$ cat config.mk
export PLATFORM = sky130hd
export DESIGN_NAME = arb_req_master
export DESIGN_NICKNAME = d
export VERILOG_FILES = /design/src/rtl/arb_req_pkg.sv /design/src/rtl/arb_req_chan.sv /design/src/rtl/arb_req_master.sv
export SDC_FILE = /design/constraint.sdc
export NUM_CORES = 1
export LEC_CHECK = 0
export CORE_MARGIN = 2
export CORE_UTILIZATION = 50
export CTS_CLUSTER_SIZE = 14
export DETAILED_ROUTE_END_ITERATION = 8
export DONT_BUFFER_PORTS = 1
export HOLD_SLACK_MARGIN = 0.02
export PLACE_DENSITY = 0.62
export SYNTH_ARGS = -nofsm -noshare
export SYNTH_HDL_FRONTEND = slang
export SYNTH_SLANG_ARGS = --single-unit
$ cat constraint.sdc
create_clock -name clk -period 7.05 [get_ports clk]
set_input_delay 1.0575 -clock clk [delete_from_list [all_inputs] [get_ports clk]]
set_output_delay 1.0575 -clock clk [all_outputs]
set_load 0.01 [all_outputs]
$ cat src/rtl/arb_req_pkg.sv
// Package for the arb_req_master requester front end.
// Holds the transfer FSM state type and the default configuration values
// shared by arb_req_master and arb_req_chan.
package arb_req_pkg;

  localparam int unsigned DEF_N        = 4;  // clients, equals arbiter port count
  localparam int unsigned DEF_CNT_W    = 3;  // pending counter width
  localparam int unsigned DEF_XFER_LEN = 2;  // cycles per transfer window

  typedef enum logic [0:0] {
    ST_IDLE = 1'b0,
    ST_XFER = 1'b1
  } state_t;

endpackage

$ cat src/rtl/arb_req_chan.sv
// arb_req_chan: per-client pending-transaction counter.
// Ports:
//   clk      in   clock
//   reset    in   asynchronous active-low reset
//   push     in   enqueue strobe, dropped when the counter is at max
//   done     in   retire strobe for one transaction of this client
//   pend_nz  out  at least one transaction pending (request qualifier)
//   full     out  counter is at its maximum value
module arb_req_chan
  import arb_req_pkg::*;
#(
  parameter int unsigned CNT_W = DEF_CNT_W
) (
  input  logic clk,
  input  logic reset,
  input  logic push,
  input  logic done,
  output logic pend_nz,
  output logic full
);

  logic [CNT_W-1:0] r_pend;

  // A push that coincides with a done is accepted even at max, since the
  // slot freed by the done absorbs it; the count simply holds.
  always_ff @(posedge clk or negedge reset) begin
    if (!reset) begin
      r_pend <= '0;
    end else if (push && !done && (r_pend != '1)) begin
      r_pend <= r_pend + CNT_W'(1);
    end else if (done && !push) begin
      r_pend <= r_pend - CNT_W'(1);
    end
  end

  always_comb begin
    pend_nz = (r_pend != '0);
    full    = (r_pend == '1);
  end

endmodule

$ cat src/rtl/arb_req_master.sv
// arb_req_master: requester-side front end for the N-way round-robin arbiter.
// Keeps a pending count per client, requests for every client with pending
// work, accepts one-hot grants and runs a fixed XFER_LEN-cycle transfer
// window per grant, retiring the transaction with a done pulse.
// Optional protocol checker: define ARB_REQ_GNT_CHECK_EN to compile it in;
// otherwise err_o is tied low.
// Ports:
//   clk           in   clock
//   reset         in   asynchronous active-low reset
//   push_i[N]     in   per-client enqueue strobe
//   full_o[N]     out  client pending count at maximum
//   req_o[N]      out  request vector to arbiter
//   gnt_i[N]      in   grant vector from arbiter (one-hot or zero)
//   xfer_valid_o  out  transfer window active
//   xfer_id_o     out  owner of the current window
//   done_o[N]     out  pulse on the last cycle of a client's window
//   err_o         out  sticky grant protocol error
module arb_req_master
  import arb_req_pkg::*;
#(
  parameter int unsigned N        = DEF_N,
  parameter int unsigned CNT_W    = DEF_CNT_W,
  parameter int unsigned XFER_LEN = DEF_XFER_LEN
) (
  input  logic                 clk,
  input  logic                 reset,
  input  logic [N-1:0]         push_i,
  output logic [N-1:0]         full_o,
  output logic [N-1:0]         req_o,
  input  logic [N-1:0]         gnt_i,
  output logic                 xfer_valid_o,
  output logic [$clog2(N)-1:0] xfer_id_o,
  output logic [N-1:0]         done_o,
  output logic                 err_o
);

  localparam int unsigned ID_W   = $clog2(N);
  localparam int unsigned BEAT_W = $clog2(XFER_LEN + 1);

  state_t            r_state;
  logic [ID_W-1:0]   r_id;
  logic [BEAT_W-1:0] r_beat;

  logic [N-1:0]      w_pend_nz;
  logic [N-1:0]      w_req;
  logic [N-1:0]      w_acc;
  logic [N-1:0]      w_done;
  logic [ID_W-1:0]   w_sel;
  logic              w_found;
  logic              w_last;

  for (genvar g = 0; g < N; g++) begin : g_chan
    arb_req_chan #(
      .CNT_W (CNT_W)
    ) u_chan (
      .clk     (clk),
      .reset   (reset),
      .push    (push_i[g]),
      .done    (w_done[g]),
      .pend_nz (w_pend_nz[g]),
      .full    (full_o[g])
    );
  end

  always_comb begin
    w_req  = (r_state == ST_IDLE) ? w_pend_nz : '0;
    w_acc  = gnt_i & w_req;
    w_last = (r_state == ST_XFER) && (r_beat == '0);
  end

  // Lowest accepted index wins if the arbiter misbehaves and grants several.
  always_comb begin
    w_sel   = '0;
    w_found = 1'b0;
    for (int unsigned i = 0; i < N; i++) begin
      if (w_acc[i] && !w_found) begin
        w_sel   = ID_W'(i);
        w_found = 1'b1;
      end
    end
  end

  always_comb begin
    w_done = '0;
    for (int unsigned i = 0; i < N; i++) begin
      w_done[i] = w_last && (r_id == ID_W'(i));
    end
  end

  always_ff @(posedge clk or negedge reset) begin
    if (!reset) begin
      r_state <= ST_IDLE;
      r_id    <= '0;
      r_beat  <= '0;
    end else begin
      case (r_state)
        ST_IDLE: begin
          if (w_acc != '0) begin
            r_id    <= w_sel;
            r_beat  <= BEAT_W'(XFER_LEN - 1);
            r_state <= ST_XFER;
          end
        end
        ST_XFER: begin
          if (r_beat == '0) begin
            r_state <= ST_IDLE;
          end else begin
            r_beat <= r_beat - BEAT_W'(1);
          end
        end
        default: r_state <= ST_IDLE;
      endcase
    end
  end

  always_comb begin
    req_o        = w_req;
    xfer_valid_o = (r_state == ST_XFER);
    xfer_id_o    = r_id;
    done_o       = w_done;
  end

`ifdef ARB_REQ_GNT_CHECK_EN
  logic r_err;
  logic w_multi;
  logic w_viol;

  always_comb begin
    w_multi = ((gnt_i & (gnt_i - N'(1))) != '0);
    w_viol  = w_multi
            || ((r_state == ST_IDLE) && ((gnt_i & ~w_req) != '0))
            || ((r_state == ST_XFER) && (gnt_i != '0));
  end

  always_ff @(posedge clk or negedge reset) begin
    if (!reset) begin
      r_err <= 1'b0;
    end else if (w_viol) begin
      r_err <= 1'b1;
    end
  end

  assign err_o = r_err;
`else
  assign err_o = 1'b0;
`endif

endmodule

== Yosys cells after proc, flatten, opt, wreduce, memory -nomap -nowiden ==
Cells that the tools add are included.
Word-level totals
  output and inout bits: 16
  memories kept: 0
  logic and storage cells: 96
  bits in writable memories: 0
  bits in latches: 0
  flip-flop bits (word level): 17
  bits of input ports: 10
  bits in read-only memories: 0
Cells by class
  div/mod/pow operators: 0
  add/subtract/negate cells: 9
  shift-type cells: 0
  muxes and demuxes: 21
  reductions and logical operators: 44
  $lt $le $gt $ge: 0
  equal/unequal tests: 13
  multipliers: 0
  bitwise operators: 2
Operator list (count)
  3-bit two-way mux: 8
  1-bit logical AND: 20
  3-bit by 1-bit adder with 3-bit output (second input constant): 4
  3-bit equality test (second input constant): 4
  3-bit inequality test (second input constant): 4
  3-bit nonzero test: 4
  3-bit by 1-bit subtractor with 3-bit output (second input constant): 4
  1-bit zero test: 11
  2-bit two-way mux: 4
  2-bit nonzero test: 4
  1-bit two-way mux: 6
  4-bit bitwise AND: 1
  2-bit equality test (second input constant): 2
  2-bit zero test: 2
  4-bit two-way mux: 1
  2-bit case mux with 2 select lines: 1
  2-bit AND reduction: 2
  4-bit nonzero test: 1
  2-bit by 1-bit equality test with 1-bit output (second input constant): 1
  2-bit by 1-bit inequality test with 1-bit output (second input constant): 1
  2-bit inequality test (second input constant): 1
  1-bit case mux with 2 select lines: 1
  2-bit by 1-bit subtractor with 2-bit output (second input constant): 1
  1-bit inverter: 1

== Depth between registers and ports, before layout ==
  depth in word-level cells: 13
  gate-level depth with buffers: 10
  gate-level depth less buffers: 10

== By module ==
A second synthesis with hierarchy kept.
Unflattened totals
  cells, all modules: 124
  area total of the unflattened synthesis: 1189.9 um^2
Modules (own cells, without submodules)
  arb_req_chan: area each 217.7 um^2, cells each 22, seq. area each 75.1 um^2, times used 4
  arb_req_master: area each 319.1 um^2, cells each 36, seq. area each 125.1 um^2, times used 1

== Worst setup path after synthesis ==
Ideal clock, no wire load.
  path kind: input-to-reg
  start point: input push_i[2]
  end point: register g_chan[2].u_chan.r_pend[2]
  library setup time: 120 ps
  slack: 4549 ps
  stages on the path: 5
  data required time: 6930 ps
  path buffers: 1
  arrival: 2381 ps
  cells stage by stage: clkbuf_1 nand2_1 fa_1 or3_1 a31o_2
Between the ends
  longest elaborated chain between the ends: 3
  elaborated cells on any way between the ends: 6
  those cells by class: mux (1); reduce/logical (5)
Ends and longest elaborated chain
  start: declaration: line arb_req_master.sv:27  | input logic [N-1:0] push_i,
  1-bit logical AND / 1-bit zero test (equally long branches): line arb_req_chan.sv:29, arb_req_chan.sv:31
  1-bit logical AND (on tied branches): line arb_req_chan.sv:29, arb_req_chan.sv:31
  3-bit two-way mux / 2-bit nonzero test (equally long branches)
  end signal: assignment: line arb_req_chan.sv:30  | r_pend <= r_pend + CNT_W'(1);
  end signal: assignment: line arb_req_chan.sv:32  | r_pend <= r_pend - CNT_W'(1);
  end: declaration: line arb_req_chan.sv:22  | logic [CNT_W-1:0] r_pend;
Several ways; a longest one is shown, not always the timed one.
A chain may end at the register's enable or synchronous reset.

== Final worst setup path ==
  start point: register r_beat[0]
  end point: register g_chan[0].u_chan.r_pend[2]
Between the ends
  longest elaborated chain between the ends: 7
  elaborated cells on any way between the ends: 9
  those cells by class: mux (1); reduce/logical (8)
Ends and longest elaborated chain
  start: declaration: line arb_req_master.sv:42  | logic [BEAT_W-1:0] r_beat;
  start signal: assignment: line arb_req_master.sv:100  | r_beat <= BEAT_W'(XFER_LEN - 1);
  start signal: assignment: line arb_req_master.sv:108  | r_beat <= r_beat - BEAT_W'(1);
  2-bit zero test *: line arb_req_master.sv:68  | w_last = (r_state == ST_XFER) && (r_beat == '0);
  1-bit logical AND *: line arb_req_master.sv:68
  1-bit logical AND *: line arb_req_master.sv:86  | w_done[i] = w_last && (r_id == ID_W'(i));
  named net done_o[0]: line arb_req_master.sv:33  | output logic [N-1:0] done_o,
  1-bit zero test: line arb_req_chan.sv:29  | end else if (push && !done && (r_pend != '1)) begin
  1-bit logical AND (2 in a row): line arb_req_chan.sv:29
  3-bit two-way mux / 2-bit nonzero test (equally long branches)
  end signal: assignment: line arb_req_chan.sv:30
  end signal: assignment: line arb_req_chan.sv:32
  end: declaration: line arb_req_chan.sv:22
Mark *: on every way through the listed nets, which the timed path passes. The rest lies on a longest branch.

==> flow_metrics.env <==
export IMPL_status="finished, final reports clean"
export IMPL_drcViolationCount=0
export IMPL_crit_path_end="g_chan[0].u_chan.r_pend[2]"
export IMPL_avgSynthCellArea_um2=9.30
export IMPL_antenna_found_initial=0
export IMPL_synth_seq_cells=17
export IMPL_worstPathBufferInverterCount=2
export IMPL_clock_latency_ns=0.29
export IMPL_cp_num_cells=9
export IMPL_dr_wl_met3_um=138
export IMPL_viasPerCell=6.03
export IMPL_drt_pass1_iter_count=4
export IMPL_port_buffer_count=0
export IMPL_postCtsHoldBufs=0
export IMPL_core_area_mm2=0.00225
export IMPL_fin_crit_ns=2.54
export IMPL_fin_area_mm2=0.00118
export IMPL_synthTopCellsByArea="dfrtp_1, fa_1, buf_4, a31o_2, xnor2_1"
export IMPL_ys_types=34
export IMPL_multiInputGateArea_um2=664
export IMPL_final_cells=149
export IMPL_period_share_pct=36.0
export IMPL_path_delay_family="simple AND/OR/NAND/NOR gates"
export IMPL_htreeDepth=1
export IMPL_place_inst=145
export IMPL_setup_viol=0
export IMPL_start_util_pct=54.1
export IMPL_antenna_cells=0
export IMPL_cts_setup_buffers=0
export IMPL_max_freq_mhz=394
export IMPL_cap_violations=0
export IMPL_ios=26
export IMPL_seq_area_frac_synth_pct=34.9
export IMPL_wirelength_um=2250
export IMPL_dpl_hpwl_um=1730
export IMPL_wl_met1_um=973
export IMPL_cpMostUsedCell="inv_1"
export IMPL_p_clk_share_pct=9.0
export IMPL_netlist_area_mm2=0.00122
export IMPL_grt_pass1_wl_um=3700
export IMPL_clkSinkCount=17
export IMPL_drt_initial_drc_count=15
export IMPL_preCtsSetupSlack_ns=4.52
export IMPL_switching_share_pct=44.5
export IMPL_grt_max_degree=18
export IMPL_layout_cells_most_common_list="dfrtp_1, inv_1, nor2_1, nand3_1, a21oi_1"
export IMPL_rsz0062_at_grt="no"
export IMPL_gp_congestion=0.745
export IMPL_cts_resized=0
export IMPL_track_usage_pct=18.7
export IMPL_grt_ovfl_total=0
export IMPL_end_kind="flop"
export IMPL_peakVddDrop_mv=0.213
export IMPL_start_kind="flop"
export IMPL_crit_required_ns=7.25
export IMPL_cpMaxStageDelayCell="fa_1"
export IMPL_die_x_um=53.4
export IMPL_vias=898
export IMPL_die_area_mm2=0.00285
export IMPL_placed_cell_area_mm2=0.00115
export IMPL_worstReg2RegStart="r_beat[0]"
export IMPL_die_h_um=53.4
export IMPL_hold_ws_ns=0.442
export IMPL_hold_class="primary input to asynchronous set/reset pin"
export IMPL_p_sw_w=0.000254
export IMPL_crit_path_cell_trace="inv_1 > ha_1 > nand4bb_1 > inv_1 > nor2_1 > nand2_1 > fa_1 > or3_1 > a31o_2"
export IMPL_p_comb_share_pct=52.8
export IMPL_nets=137
export IMPL_synth_top_area_share_pct=34.9
export IMPL_yosysTopAreaCell="dfrtp_1"
export IMPL_wl_per_cell_um=15.1
export IMPL_criticalPathCategory="flop to flop"
export IMPL_cts_tree="built"
export IMPL_setup_ws_ns=4.51
export IMPL_p_leak_nw=0.521
export IMPL_r2r_setup_slack_ns=4.51
export IMPL_fillers=222
export IMPL_synthToLayoutAreaGrowth_pct=-2.98
export IMPL_yosys_warnings=0
export IMPL_finClkSkew_ns=0.00458
export IMPL_cts_path_max_buffers=2
export IMPL_path_clk_slew_ns=0.10
export IMPL_power_density_mw_per_mm2=483
export IMPL_ant_nets=0
export IMPL_topRoutingLayerUsed="met4"
export IMPL_drv_slew=0
export IMPL_cts_root_buf="clkbuf_4"
export IMPL_p_int_w=0.000317
export IMPL_startpoint="r_beat[0]"
export IMPL_worst_path_max_fanout=5
export IMPL_cp_data_arrival_time_ns=2.73
export IMPL_critPathMaxStageDelay_ns=0.42
export IMPL_grt_pass1_vias=827
export IMPL_synth_nets=146
export IMPL_r2r_end="g_chan[0].u_chan.r_pend[2]"
export IMPL_num_rows=17
export IMPL_drive_gt1_share_pct=11.6
export IMPL_seq_power_share_pct=38.1
export IMPL_hold_violations=0
export IMPL_final_common_cell="dfrtp_1"
export IMPL_fin_tns_setup_ns=0
export IMPL_netlist_instances=131
export IMPL_seqCellArea_um2=425
export IMPL_wl_met2_um=1100
export IMPL_reg2regPathDepth=9
export IMPL_cts_buffers=3
-- metrics by stage --
| step | util, % | power (W) |
|---|---|---|
| after floorplan | - | 0.000485 |
| final | 52.4 | 0.000571 |
| after global routing | 52.4 | 0.000629 |
| after CTS | 52.4 | 0.000577 |
| after global placement | 51.2 | 0.000510 |
| after detailed placement | 51.2 | 0.000522 |
-- worst min-delay path by stage --
| stage | to |
|---|---|
| 6_report | g_chan[0].u_chan.r_pend[0] |
| 5_1_grt | g_chan[2].u_chan.r_pend[2] |
| 4_1_cts | g_chan[0].u_chan.r_pend[0] |
| 2_1_floorplan | r_beat[1] |
| 3_3_place_gp | r_beat[1] |
| 3_5_place_dp | r_beat[1] |
-- registers in the layout, indices dropped and copies added (netlist names) --
name                  flops
g_chan.u_chan.r_pend     12
r_beat                    2
xfer_id_o                 2
xfer_valid_o              1
-- cell type report --
class / instances / share of cell area, %
sequential: 17 / 36.0
tap: 28 / 2.96
clock inverter: 1 / 0.423
inverter: 8 / 2.54
clock buffer: 3 / 1.90
multi-input combinational: 92 / 56.2
-- metal layers --
metal / track usage, % / up-vias
met5: 0 / -
met4: 7.69 / 0
met3: 6.21 / 5
met2: 31.7 / 25
met1: 21.2 / 431
li1: - / 437
-- power groups by stage --
stage	logic, W	clock network (W)	registers (W)
finish	0.000301	0.0000516	0.000218
global route	0.000340	0.0000611	0.000228
CTS	0.000305	0.0000550	0.000217
detailed placement	0.000303	0	0.000218
global placement	0.000292	0	0.000218
floorplan	0.000286	0	0.000199
-- kinds of logic after synthesis --
kind of cell / Yosys count / share of synthesized area, %
AOI/OAI and AO/OA: 29 / 18.2
adders and majority gates: 5 / 7.60
xor gates and xnor gates: 5 / 3.59
muxes: 4 / 3.29
buffers and inverters: 22 / 10.6
and+or+nand+nor: 48 / 21.6
DFF: 17 / 34.9
other: 1 / 0.308
-- synth_stat cells --
library cell / count
a211oi_1: 4
a21oi_1: 8
a221oi_1: 1
a221oi_2: 1
a222oi_1: 1
a31o_2: 5
and2_1: 4
and2_2: 1
and3_1: 4
buf_4: 10
buf_6: 1
clkbuf_1: 2
clkbuf_2: 1
conb_1: 1
dfrtp_1: 17
fa_1: 4
ha_1: 1
inv_1: 8
mux2i_1: 4
nand2_1: 7
nand2b_2: 1
nand3_1: 8
nand4_1: 1
nand4b_1: 2
nand4bb_1: 1
nor2_1: 8
nor2_2: 2
nor3_1: 4
o21a_1: 4
o2bb2ai_1: 4
o32ai_1: 1
or2b_1: 1
or3_1: 4
xnor2_1: 5
Power figures use the tool's default switching activity.
